### config.mk
export PLATFORM = sky130hd
export DESIGN_NAME = password_check_flat
export DESIGN_NICKNAME = d
export VERILOG_FILES = /design/src/rtl/password_check_pkg.sv /design/src/rtl/password_check_if.sv /design/src/rtl/password_check_lock_timer.sv /design/src/rtl/password_check.sv /design/src/flat_wrapper.sv
export SDC_FILE = /design/constraint.sdc
export NUM_CORES = 1
export LEC_CHECK = 0
export BUFFER_PORTS_ARGS = -buffer_cell sky130_fd_sc_hd__buf_4
export CORE_MARGIN = 4
export CORE_UTILIZATION = 55
export DETAILED_ROUTE_END_ITERATION = 10
export GPL_TIMING_DRIVEN = 0
export PLACE_DENSITY = 0.78
export SLEW_MARGIN = 20
export SYNTH_ARGS = -nofsm -noshare
export SYNTH_HDL_FRONTEND = slang
export SYNTH_SLANG_ARGS = --single-unit
### constraint.sdc
create_clock -name clk -period 2.3 [get_ports clk]
set_input_delay 0.115 -clock clk [delete_from_list [all_inputs] [get_ports clk]]
set_output_delay 0.115 -clock clk [all_outputs]
set_load 0.1 [all_outputs]
### src/rtl/password_check_pkg.sv
// Shared types and constants for the locker password checker.
package lock_pkg;

  typedef enum logic [1:0] {
    ENTRY,
    CHECK,
    OPEN,
    LOCKOUT
  } state_e;

  localparam int unsigned DEF_DIGITS  = 4;
  localparam int unsigned DEF_DIGIT_W = 4;

  function automatic int unsigned pw_width(input int unsigned digits,
                                           input int unsigned digit_w);
    return digits * digit_w;
  endfunction

endpackage

### src/rtl/password_check_if.sv
// Keypad/password/status bundle between the keypad side and the checker.
interface password_check_if
  import lock_pkg::*;
#(
  parameter int unsigned DIGITS    = DEF_DIGITS,
  parameter int unsigned DIGIT_W   = DEF_DIGIT_W,
  parameter int unsigned MAX_TRIES = 3
);

  logic [DIGIT_W-1:0]                    digit_in;
  logic                                  digit_valid;
  logic                                  clear;
  logic [pw_width(DIGITS, DIGIT_W)-1:0]  stored_password;
  logic                                  unlock;
  logic                                  fail_pulse;
  logic                                  locked_out;
  logic [$clog2(DIGITS+1)-1:0]           digit_count;
  logic [$clog2(MAX_TRIES+1)-1:0]        tries_left;

  // Keypad / setter side
  modport master (
    output digit_in, digit_valid, clear, stored_password,
    input  unlock, fail_pulse, locked_out, digit_count, tries_left
  );

  // Checker side
  modport slave (
    input  digit_in, digit_valid, clear, stored_password,
    output unlock, fail_pulse, locked_out, digit_count, tries_left
  );

endinterface

### src/rtl/password_check_lock_timer.sv
// Loadable down-counter shared by the OPEN and LOCKOUT hold periods.
module lock_timer #(
  parameter int unsigned W = 4
) (
  input  logic         clk,
  input  logic         rst_n,
  input  logic         load,
  input  logic [W-1:0] load_val,
  input  logic         en,
  output logic         done
);

  logic [W-1:0] count_q, count_d;

  // Next count: load has priority, otherwise count down and hold at zero
  always_comb begin
    count_d = count_q;
    if (load) begin
      count_d = load_val;
    end else if (en && (count_q != '0)) begin
      count_d = count_q - W'(1);
    end
  end

  // Counter register
  always_ff @(posedge clk or negedge rst_n) begin
    if (!rst_n) begin
      count_q <= '0;
    end else begin
      count_q <= count_d;
    end
  end

  assign done = (count_q == '0);

endmodule

### src/rtl/password_check.sv
// Locker password verifier: assembles keypad digits, compares against the
// stored password and drives unlock / fail / lockout status.
module password_check
  import lock_pkg::*;
#(
  parameter int unsigned DIGITS         = DEF_DIGITS,
  parameter int unsigned DIGIT_W        = DEF_DIGIT_W,
  parameter int unsigned MAX_TRIES      = 3,
  parameter int unsigned UNLOCK_CYCLES  = 500,
  parameter int unsigned LOCKOUT_CYCLES = 1000
) (
  input logic             clk,
  input logic             rst_n,
  password_check_if.slave bus
);

  localparam int unsigned PW    = pw_width(DIGITS, DIGIT_W);
  localparam int unsigned CW    = $clog2(DIGITS + 1);
  localparam int unsigned TRW   = $clog2(MAX_TRIES + 1);
  localparam int unsigned TMAX  = (UNLOCK_CYCLES > LOCKOUT_CYCLES) ? UNLOCK_CYCLES : LOCKOUT_CYCLES;
  localparam int unsigned TW    = ($clog2(TMAX) < 1) ? 1 : $clog2(TMAX);

  state_e           state_q;
  logic [PW-1:0]    entry_q;
  logic [CW-1:0]    count_q;
  logic [TRW-1:0]   tries_q;
  logic             unlock_q;
  logic             fail_q;
  logic             locked_q;

  logic             match;
  logic             tmr_load;
  logic             tmr_en;
  logic             tmr_done;
  logic [TW-1:0]    tmr_val;

  // Timer control: armed on the CHECK edge, runs only while holding OPEN/LOCKOUT
  always_comb begin
    match    = (entry_q == bus.stored_password);
    tmr_load = (state_q == CHECK);
    tmr_val  = match ? TW'(UNLOCK_CYCLES - 1) : TW'(LOCKOUT_CYCLES - 1);
    tmr_en   = (state_q == OPEN) || (state_q == LOCKOUT);
  end

  lock_timer #(
    .W (TW)
  ) u_timer (
    .clk      (clk),
    .rst_n    (rst_n),
    .load     (tmr_load),
    .load_val (tmr_val),
    .en       (tmr_en),
    .done     (tmr_done)
  );

  // Main FSM with registered status outputs
  always_ff @(posedge clk or negedge rst_n) begin
    if (!rst_n) begin
      state_q  <= ENTRY;
      entry_q  <= '0;
      count_q  <= '0;
      tries_q  <= TRW'(MAX_TRIES);
      unlock_q <= 1'b0;
      fail_q   <= 1'b0;
      locked_q <= 1'b0;
    end else begin
      fail_q <= 1'b0;
      case (state_q)
        ENTRY: begin
          if (bus.clear) begin
            entry_q <= '0;
            count_q <= '0;
          end else if (bus.digit_valid) begin
            for (int unsigned i = 0; i < DIGITS; i++) begin
              if (count_q == CW'(i)) begin
                entry_q[i*DIGIT_W +: DIGIT_W] <= bus.digit_in;
              end
            end
            count_q <= count_q + CW'(1);
            if (count_q == CW'(DIGITS - 1)) begin
              state_q <= CHECK;
            end
          end
        end
        CHECK: begin
          entry_q <= '0;
          count_q <= '0;
          if (match) begin
            state_q  <= OPEN;
            unlock_q <= 1'b1;
            tries_q  <= TRW'(MAX_TRIES);
          end else begin
            fail_q <= 1'b1;
            if (tries_q == TRW'(1)) begin
              tries_q  <= '0;
              state_q  <= LOCKOUT;
              locked_q <= 1'b1;
            end else begin
              tries_q <= tries_q - TRW'(1);
              state_q <= ENTRY;
            end
          end
        end
        OPEN: begin
          if (bus.clear || tmr_done) begin
            state_q  <= ENTRY;
            unlock_q <= 1'b0;
          end
        end
        LOCKOUT: begin
          if (tmr_done) begin
            state_q  <= ENTRY;
            locked_q <= 1'b0;
            tries_q  <= TRW'(MAX_TRIES);
          end
        end
        default: begin
          state_q <= ENTRY;
        end
      endcase
    end
  end

  assign bus.unlock      = unlock_q;
  assign bus.fail_pulse  = fail_q;
  assign bus.locked_out  = locked_q;
  assign bus.digit_count = count_q;
  assign bus.tries_left  = tries_q;

endmodule
### src/flat_wrapper.sv
// flat-port wrapper written by rule: the top's interface ports become plain ports
module password_check_flat import lock_pkg::*;
#(
  parameter int unsigned DIGITS         = DEF_DIGITS,
  parameter int unsigned DIGIT_W        = DEF_DIGIT_W,
  parameter int unsigned MAX_TRIES      = 3,
  parameter int unsigned UNLOCK_CYCLES  = 500,
  parameter int unsigned LOCKOUT_CYCLES = 1000
)
  (clk, rst_n, bus_digit_in, bus_digit_valid, bus_clear, bus_stored_password, bus_unlock, bus_fail_pulse, bus_locked_out, bus_digit_count, bus_tries_left);
  password_check_if #(.DIGITS(DIGITS), .DIGIT_W(DIGIT_W), .MAX_TRIES(MAX_TRIES)) bus_i ();
  input logic clk;
  input logic rst_n;
  input wire logic [$bits(bus_i.digit_in)-1:0] bus_digit_in;
  input wire logic [$bits(bus_i.digit_valid)-1:0] bus_digit_valid;
  input wire logic [$bits(bus_i.clear)-1:0] bus_clear;
  input wire logic [$bits(bus_i.stored_password)-1:0] bus_stored_password;
  output wire logic [$bits(bus_i.unlock)-1:0] bus_unlock;
  output wire logic [$bits(bus_i.fail_pulse)-1:0] bus_fail_pulse;
  output wire logic [$bits(bus_i.locked_out)-1:0] bus_locked_out;
  output wire logic [$bits(bus_i.digit_count)-1:0] bus_digit_count;
  output wire logic [$bits(bus_i.tries_left)-1:0] bus_tries_left;
  assign bus_i.digit_in = bus_digit_in;
  assign bus_i.digit_valid = bus_digit_valid;
  assign bus_i.clear = bus_clear;
  assign bus_i.stored_password = bus_stored_password;
  assign bus_unlock = bus_i.unlock;
  assign bus_fail_pulse = bus_i.fail_pulse;
  assign bus_locked_out = bus_i.locked_out;
  assign bus_digit_count = bus_i.digit_count;
  assign bus_tries_left = bus_i.tries_left;
  password_check #(.DIGITS(DIGITS), .DIGIT_W(DIGIT_W), .MAX_TRIES(MAX_TRIES), .UNLOCK_CYCLES(UNLOCK_CYCLES), .LOCKOUT_CYCLES(LOCKOUT_CYCLES)) u_core (.clk(clk), .rst_n(rst_n), .bus(bus_i));
endmodule
Word level (Yosys, flattened, before mapping)
Index checks and enable logic that the tools add are counted.
{"block": "totals", "reg_bits": 36, "latchBits": 0, "mem_bits_rw": 0, "romBits": 0, "input_bits": 24, "output_inout_bits": 8, "word_cells": 89, "memories": 0}
{"block": "classes", "n_addsub": 3, "multipliers": 0, "div": 0, "order_cmp": 0, "n_eq_ne": 21, "shifts": 0, "muxes": 34, "bitwise_logic": 0, "n_reduce_logical": 20}
{"operator": "16-bit 2-to-1 mux", "n": 2}
{"operator": "16-bit case mux with 2 select lines", "n": 1}
{"operator": "10-bit 2-to-1 mux", "n": 3}
{"operator": "2-bit 2-to-1 mux", "n": 10}
{"operator": "16-bit equality test", "n": 1}
{"operator": "4-bit 2-to-1 mux", "n": 4}
{"operator": "3-bit AND reduction", "n": 5}
{"operator": "3-bit by 2-bit != test with 1-bit output (second input constant)", "n": 4}
{"operator": "10-bit zero test", "n": 1}
{"operator": "2-bit != test (second input constant)", "n": 5}
{"operator": "10-bit nonzero test", "n": 1}
{"operator": "10-bit by 1-bit subtractor with 10-bit output (second input constant)", "n": 1}
{"operator": "2-bit case mux with 4 select lines", "n": 1}
{"operator": "2-bit nonzero test", "n": 4}
{"operator": "1-bit 2-to-1 mux", "n": 7}
{"operator": "3-bit by 2-bit equality test with 1-bit output (second input constant)", "n": 2}
{"operator": "3-bit 2-to-1 mux", "n": 2}
{"operator": "2-bit by 1-bit != test with 1-bit output (second input constant)", "n": 3}
{"operator": "3-bit case mux with 2 select lines", "n": 1}
{"operator": "5-bit AND reduction", "n": 1}
{"operator": "2-bit by 1-bit equality test with 1-bit output (second input constant)", "n": 2}
{"operator": "2-bit equality test (second input constant)", "n": 2}
{"operator": "1-bit case mux with 2 select lines", "n": 2}
{"operator": "2-bit case mux with 2 select lines", "n": 1}
{"operator": "other kinds (10)", "n": 12}

Logic depth before layout (Yosys ltp)
{"block": "depth", "ltp_word": 5, "ltp_mapped": 7, "mapped_depth_nobuf": 7}

Hierarchy
From an unflattened synthesis, not the netlist that was laid out.
{"block": "unflattened", "hier_cells": 197, "area_unflattened_um2": 2029.4}
{"mod": "password_check", "n_inst": 1, "cells_per_inst": 130, "area_per_inst_um2": 1407.6, "seq_area_each_um2": 653.1}
{"mod": "lock_timer", "n_inst": 1, "cells_per_inst": 67, "area_per_inst_um2": 621.8, "seq_area_each_um2": 250.2}

Worst setup path before layout
OpenSTA, ideal clock, no wires.
{"block": "synth_path", "path_type": "flip-flop to flip-flop", "from": "register u_core.count_q[0] (netlist: u_core.bus.digit_count[0])", "to": "register u_core.entry_q[12]", "setup_time_ps": 125, "arrival_time_ps": 2068, "required_time_ps": 2175, "slack_ps": 107, "stages_incl_launch_ff": 6, "n_path_buf": 0, "synth_period_minus_slack_ps": 2193, "cell_sequence": "dfrtp_1 ha_1 ha_1 nand2_1 a21oi_1 mux2_2"}
{"block": "synth_via", "elab_chain_cells": 3}
{"item": "start: declaration", "line": "password_check.sv:25", "text": "logic [CW-1:0] count_q;"}
{"item": "start signal: assignment", "line": "password_check.sv:79", "text": "count_q <= count_q + CW'(1);"}
{"item": "3-bit by 2-bit equality test with 1-bit output", "line": "password_check.sv:75", "text": "if (count_q == CW'(i)) begin"}
{"item": "3-bit by 2-bit != test with 1-bit output (no source line)"}
{"item": "3-bit AND reduction (no source line)"}
{"item": "end signal: indexed assignment", "line": "password_check.sv:76", "text": "entry_q[i*DIGIT_W +: DIGIT_W] <= bus.digit_in;"}
{"item": "end: declaration", "line": "password_check.sv:24", "text": "logic [PW-1:0] entry_q;"}
Every way passes these cells.
A chain may end at the register's enable or synchronous reset.

Final worst setup path
{"block": "layout_path", "from": "register u_core.u_timer.count_q[5]", "to": "register u_core.u_timer.count_q[9]"}
{"block": "layout_via", "elab_chain_cells": 3, "elab_cells_between_ends": 6, "cone_classes": "add/sub: 1; mux: 2; reduce/logical: 3"}
{"item": "start: declaration", "line": "password_check_lock_timer.sv:13", "text": "logic [W-1:0] count_q, count_d;"}
{"item": "start signal: assignment", "line": "password_check_lock_timer.sv:30", "text": "count_q <= count_d;"}
{"item": "10-bit by 1-bit subtractor with 10-bit output / 10-bit nonzero test (equally long branches)", "line": "password_check_lock_timer.sv:21, password_check_lock_timer.sv:20"}
{"item": "10-bit 2-to-1 mux / 1-bit logical AND (equally long branches)", "line": "password_check_lock_timer.sv:20", "text": "end else if (en && (count_q != '0)) begin"}
{"item": "10-bit 2-to-1 mux / 2-bit nonzero test (equally long branches)"}
Parallel ways exist; a longest one is shown, timed or not. The select of a mux whose other input is x is not followed.

==> qor.yml <==
status: "finished clean"
post_cts.resized_instances: 0
grt_overflow: 0
detailed_place.area_um2: 2210
syn-mean-instance-area_um2: 11.1
initial_utilization: 0.572
total_leakage_power_nw: 1.02
drcViolationCount: 0
cts_max_level: 2
rsz0062_at_grt: "false"
grt_util_all_layers: 0.200
synth-edff-count: 0
fin_area_um2: 2300
die_width_um: 67.2
topRoutingLayerUsed: "met4"
num-nets-final: 245
layout-drive-gt1-share: 0.313
drt_first_iter_violations: 113
grt_max_degree: 37
timing.critical_path.fanout_max: 5
numPortBuffers: 31
critPathLaunchType: "flip-flop"
fin_skew_ns: 0.0115
cts.hold.buffers_added: 1
grt_first_pass_wirelength_um: 6710
ys_seq_area_frac: 0.469
stdcell_count: 260
synth.ff_latch_count: 36
setup_slack_ns: 0.297
final-max-slew-violation-count: 0
vias_per_cell: 5.48
root_buffer: "sky130_fd_sc_hd__clkbuf_4"
synth.largest_area_cell: "sky130_fd_sc_hd__dfrtp_1"
floorplan.core_area_um2: 3360
cts-root-to-sink-buffers: 2
synth_async_reset_ratio: 1.00
ant_nets: 0
setup_violators_final: 0
fp.dieH_um: 67.2
synth.most_common_cell: "sky130_fd_sc_hd__dfrtp_1"
number_of_buffers_inserted_during_clock_tree_synthesis: 5
die-area_um2: 4510
final.fill_count: 263
post_cts.repair.setup_buffers: 0
syn2layout_area_growth_pct: 19.8
timing.slew.headroom: 0.615
synth_cell_types: 35
worst-endpoint-required_ns: 2.53
worst_ep_arrival_time_ns: 2.23
tritoncts_clock_tree: "done"
netlist_area_um2: 1920
end_kind: "flip-flop"
finalCriticalPeriod_ns: 2.00
final-hold-violation-count: 0
route.detailed.wl_per_inst_um: 15.8
hold_path_class: "in -> reg"
routed-wl-met2_um: 2130
finalWirelength_um: 4120
antenna_cells_inserted: 0
placementRows: 21
power.density_cell_area_nw_per_um2: 972
yosysWarnings: 0
synth_area_leaders: "sky130_fd_sc_hd__dfrtp_1, sky130_fd_sc_hd__mux2_2, sky130_fd_sc_hd__xnor2_1"
dpl.hpwl_um: 3150
route.vias.total: 1425
synth_nets: 206
grt_pass1_vias: 1526
maxCapViolations: 0
clk-insertion-delay-late_ns: 0.35
globalplace.congestion: 0.859
dr_wl_met3_um: 152
cts.clk_slew.worst_paths_ns: 0.11
placement.setup.worst_slack_ns: 0.330
worst_pin_slew_ns: 0.578
synthesis.instances: 174
synth.top_cells.by_count: "sky130_fd_sc_hd__dfrtp_1, sky130_fd_sc_hd__xnor2_1, sky130_fd_sc_hd__mux2_2"
max_clock_freq_mhz: 499
clock_sink_total: 36
max-vdd-ir-drop_uv: 482
grt_antenna_before_repair: 0
synth.top_cell.area_share: 0.442
drt_pass1_iterations: 4
dpl.cell_count: 251
critical_path_type: "reg -> reg"
setup_total_negative_slack_ns: 0
ioPinCount: 32
wl_met1_um: 1780
dominantRegCellSynth: "sky130_fd_sc_hd__dfrtp_1"
post-route-period-util: 0.871
[worst paths after layout]
path / startpoint / to / slack [ns] / depth (start not counted)
worst min-delay path: bus_digit_valid / u_core.bus.digit_count[1]$_DFFE_PN0P_ / 0.14 / 4
min in group asynchronous: rst_n / u_core.entry_q[0]$_DFFE_PN0P_ / 0.25 / 2
worst min register to register: u_core.u_timer.count_q[0]$_DFFE_PN0P_ / u_core.u_timer.count_q[0]$_DFFE_PN0P_ / 0.52 / 1
worst max register to register: u_core.u_timer.count_q[5]$_DFFE_PN0P_ / u_core.u_timer.count_q[9]$_DFFE_PN0P_ / 0.30 / 4
worst max-delay path: u_core.u_timer.count_q[5]$_DFFE_PN0P_ / u_core.u_timer.count_q[9]$_DFFE_PN0P_ / 0.30 / 4
max in group asynchronous: rst_n / u_core.bus.tries_left[0]$_DFFE_PN1P_ / 1.71 / 2
[through the flow]
stage | power (mW) | util | hold slack (ns)
finish | 2.24 | 0.685 | 0.139
global route | 2.36 | 0.685 | 0.159
CTS | 2.25 | 0.685 | 0.134
detailed placement | 1.81 | 0.658 | 0.0973
global placement | 1.76 | 0.658 | 0.0857
floorplan | 1.59 | - | -0.181
[area by class of cell]
class                           count  area, um2  area share
Buffer                              3       11.3     0.00489
Tap cell                           46       57.6      0.0250
Clock buffer                        5       37.5      0.0163
Multi-Input combinational cell    125        972       0.422
Sequential cell                    36        903       0.392
Clock inverter                      3       42.5      0.0185
Inverter                           10       37.5      0.0163
Timing Repair Buffer               32        243       0.105
[critical path: stages, from the launching register on]
cell and delay [ns]:
sky130_fd_sc_hd__dfrtp_1 0.46, sky130_fd_sc_hd__or3_1 0.39, sky130_fd_sc_hd__nor4_1 0.30, sky130_fd_sc_hd__mux2_2 0.39, sky130_fd_sc_hd__a221o_1 0.35
[registers in the layout, indices dropped and copies added (netlist names)]
register and count:
u_core.entry_q 16, u_core.bus.tries_left 2, u_core.bus.digit_count 3, u_core.u_timer.count_q 10, u_core.state_q 2, u_core.bus.fail_pulse 1
u_core.bus.locked_out 1, u_core.bus.unlock 1
[cells in the final DEF (no fill, tap or decap), types with 2 or more instances in the layout]
cell type / n
sky130_fd_sc_hd__dfrtp_1: 34
sky130_fd_sc_hd__buf_4: 31
sky130_fd_sc_hd__xnor2_1: 18
sky130_fd_sc_hd__mux2_2: 17
sky130_fd_sc_hd__a21oi_1: 13
sky130_fd_sc_hd__nand2_1: 11
sky130_fd_sc_hd__inv_1: 9
sky130_fd_sc_hd__ha_1: 8
sky130_fd_sc_hd__nor3_1: 7
sky130_fd_sc_hd__nor2_1: 6
sky130_fd_sc_hd__o21ai_0: 6
sky130_fd_sc_hd__nand4_1: 5
sky130_fd_sc_hd__and3_1: 5
sky130_fd_sc_hd__clkbuf_4: 5
sky130_fd_sc_hd__nand3_1: 4
sky130_fd_sc_hd__clkbuf_1: 3
sky130_fd_sc_hd__nor4_1: 3
sky130_fd_sc_hd__nor4_4: 2
sky130_fd_sc_hd__nor2b_1: 2
sky130_fd_sc_hd__or3_1: 2
sky130_fd_sc_hd__a221o_1: 2
sky130_fd_sc_hd__dfstp_2: 2
[report_power, final]
part | internal, mW | switching [mW]
clock network | 0.227 | 0.220
logic | 0.316 | 0.497
registers | 0.800 | 0.180
total | 1.34 | 0.897
[logic make-up (layout without fill, tap and decap cells)]
| logic type | count (synthesis) | count (layout) | synth area share |
|---|---|---|---|
| DFF | 36 | 36 | 0.469 |
| buffers and inverters | 13 | 53 | 0.0254 |
| AOI/OAI and AO/OA | 29 | 29 | 0.100 |
| muxes | 17 | 17 | 0.0995 |
| xor gates and xnor gates | 19 | 19 | 0.0865 |
| adders and majority gates | 8 | 8 | 0.0520 |
| and+or+nand+nor | 52 | 52 | 0.167 |
[metal layers]
metal  up-vias  global-route usage
li1        700                   -
met1       694               0.247
met2        24               0.341
met3         7              0.0399
met4         0              0.0861
met5         -                   0
Note: power is estimated with default switching activity, not from simulation.
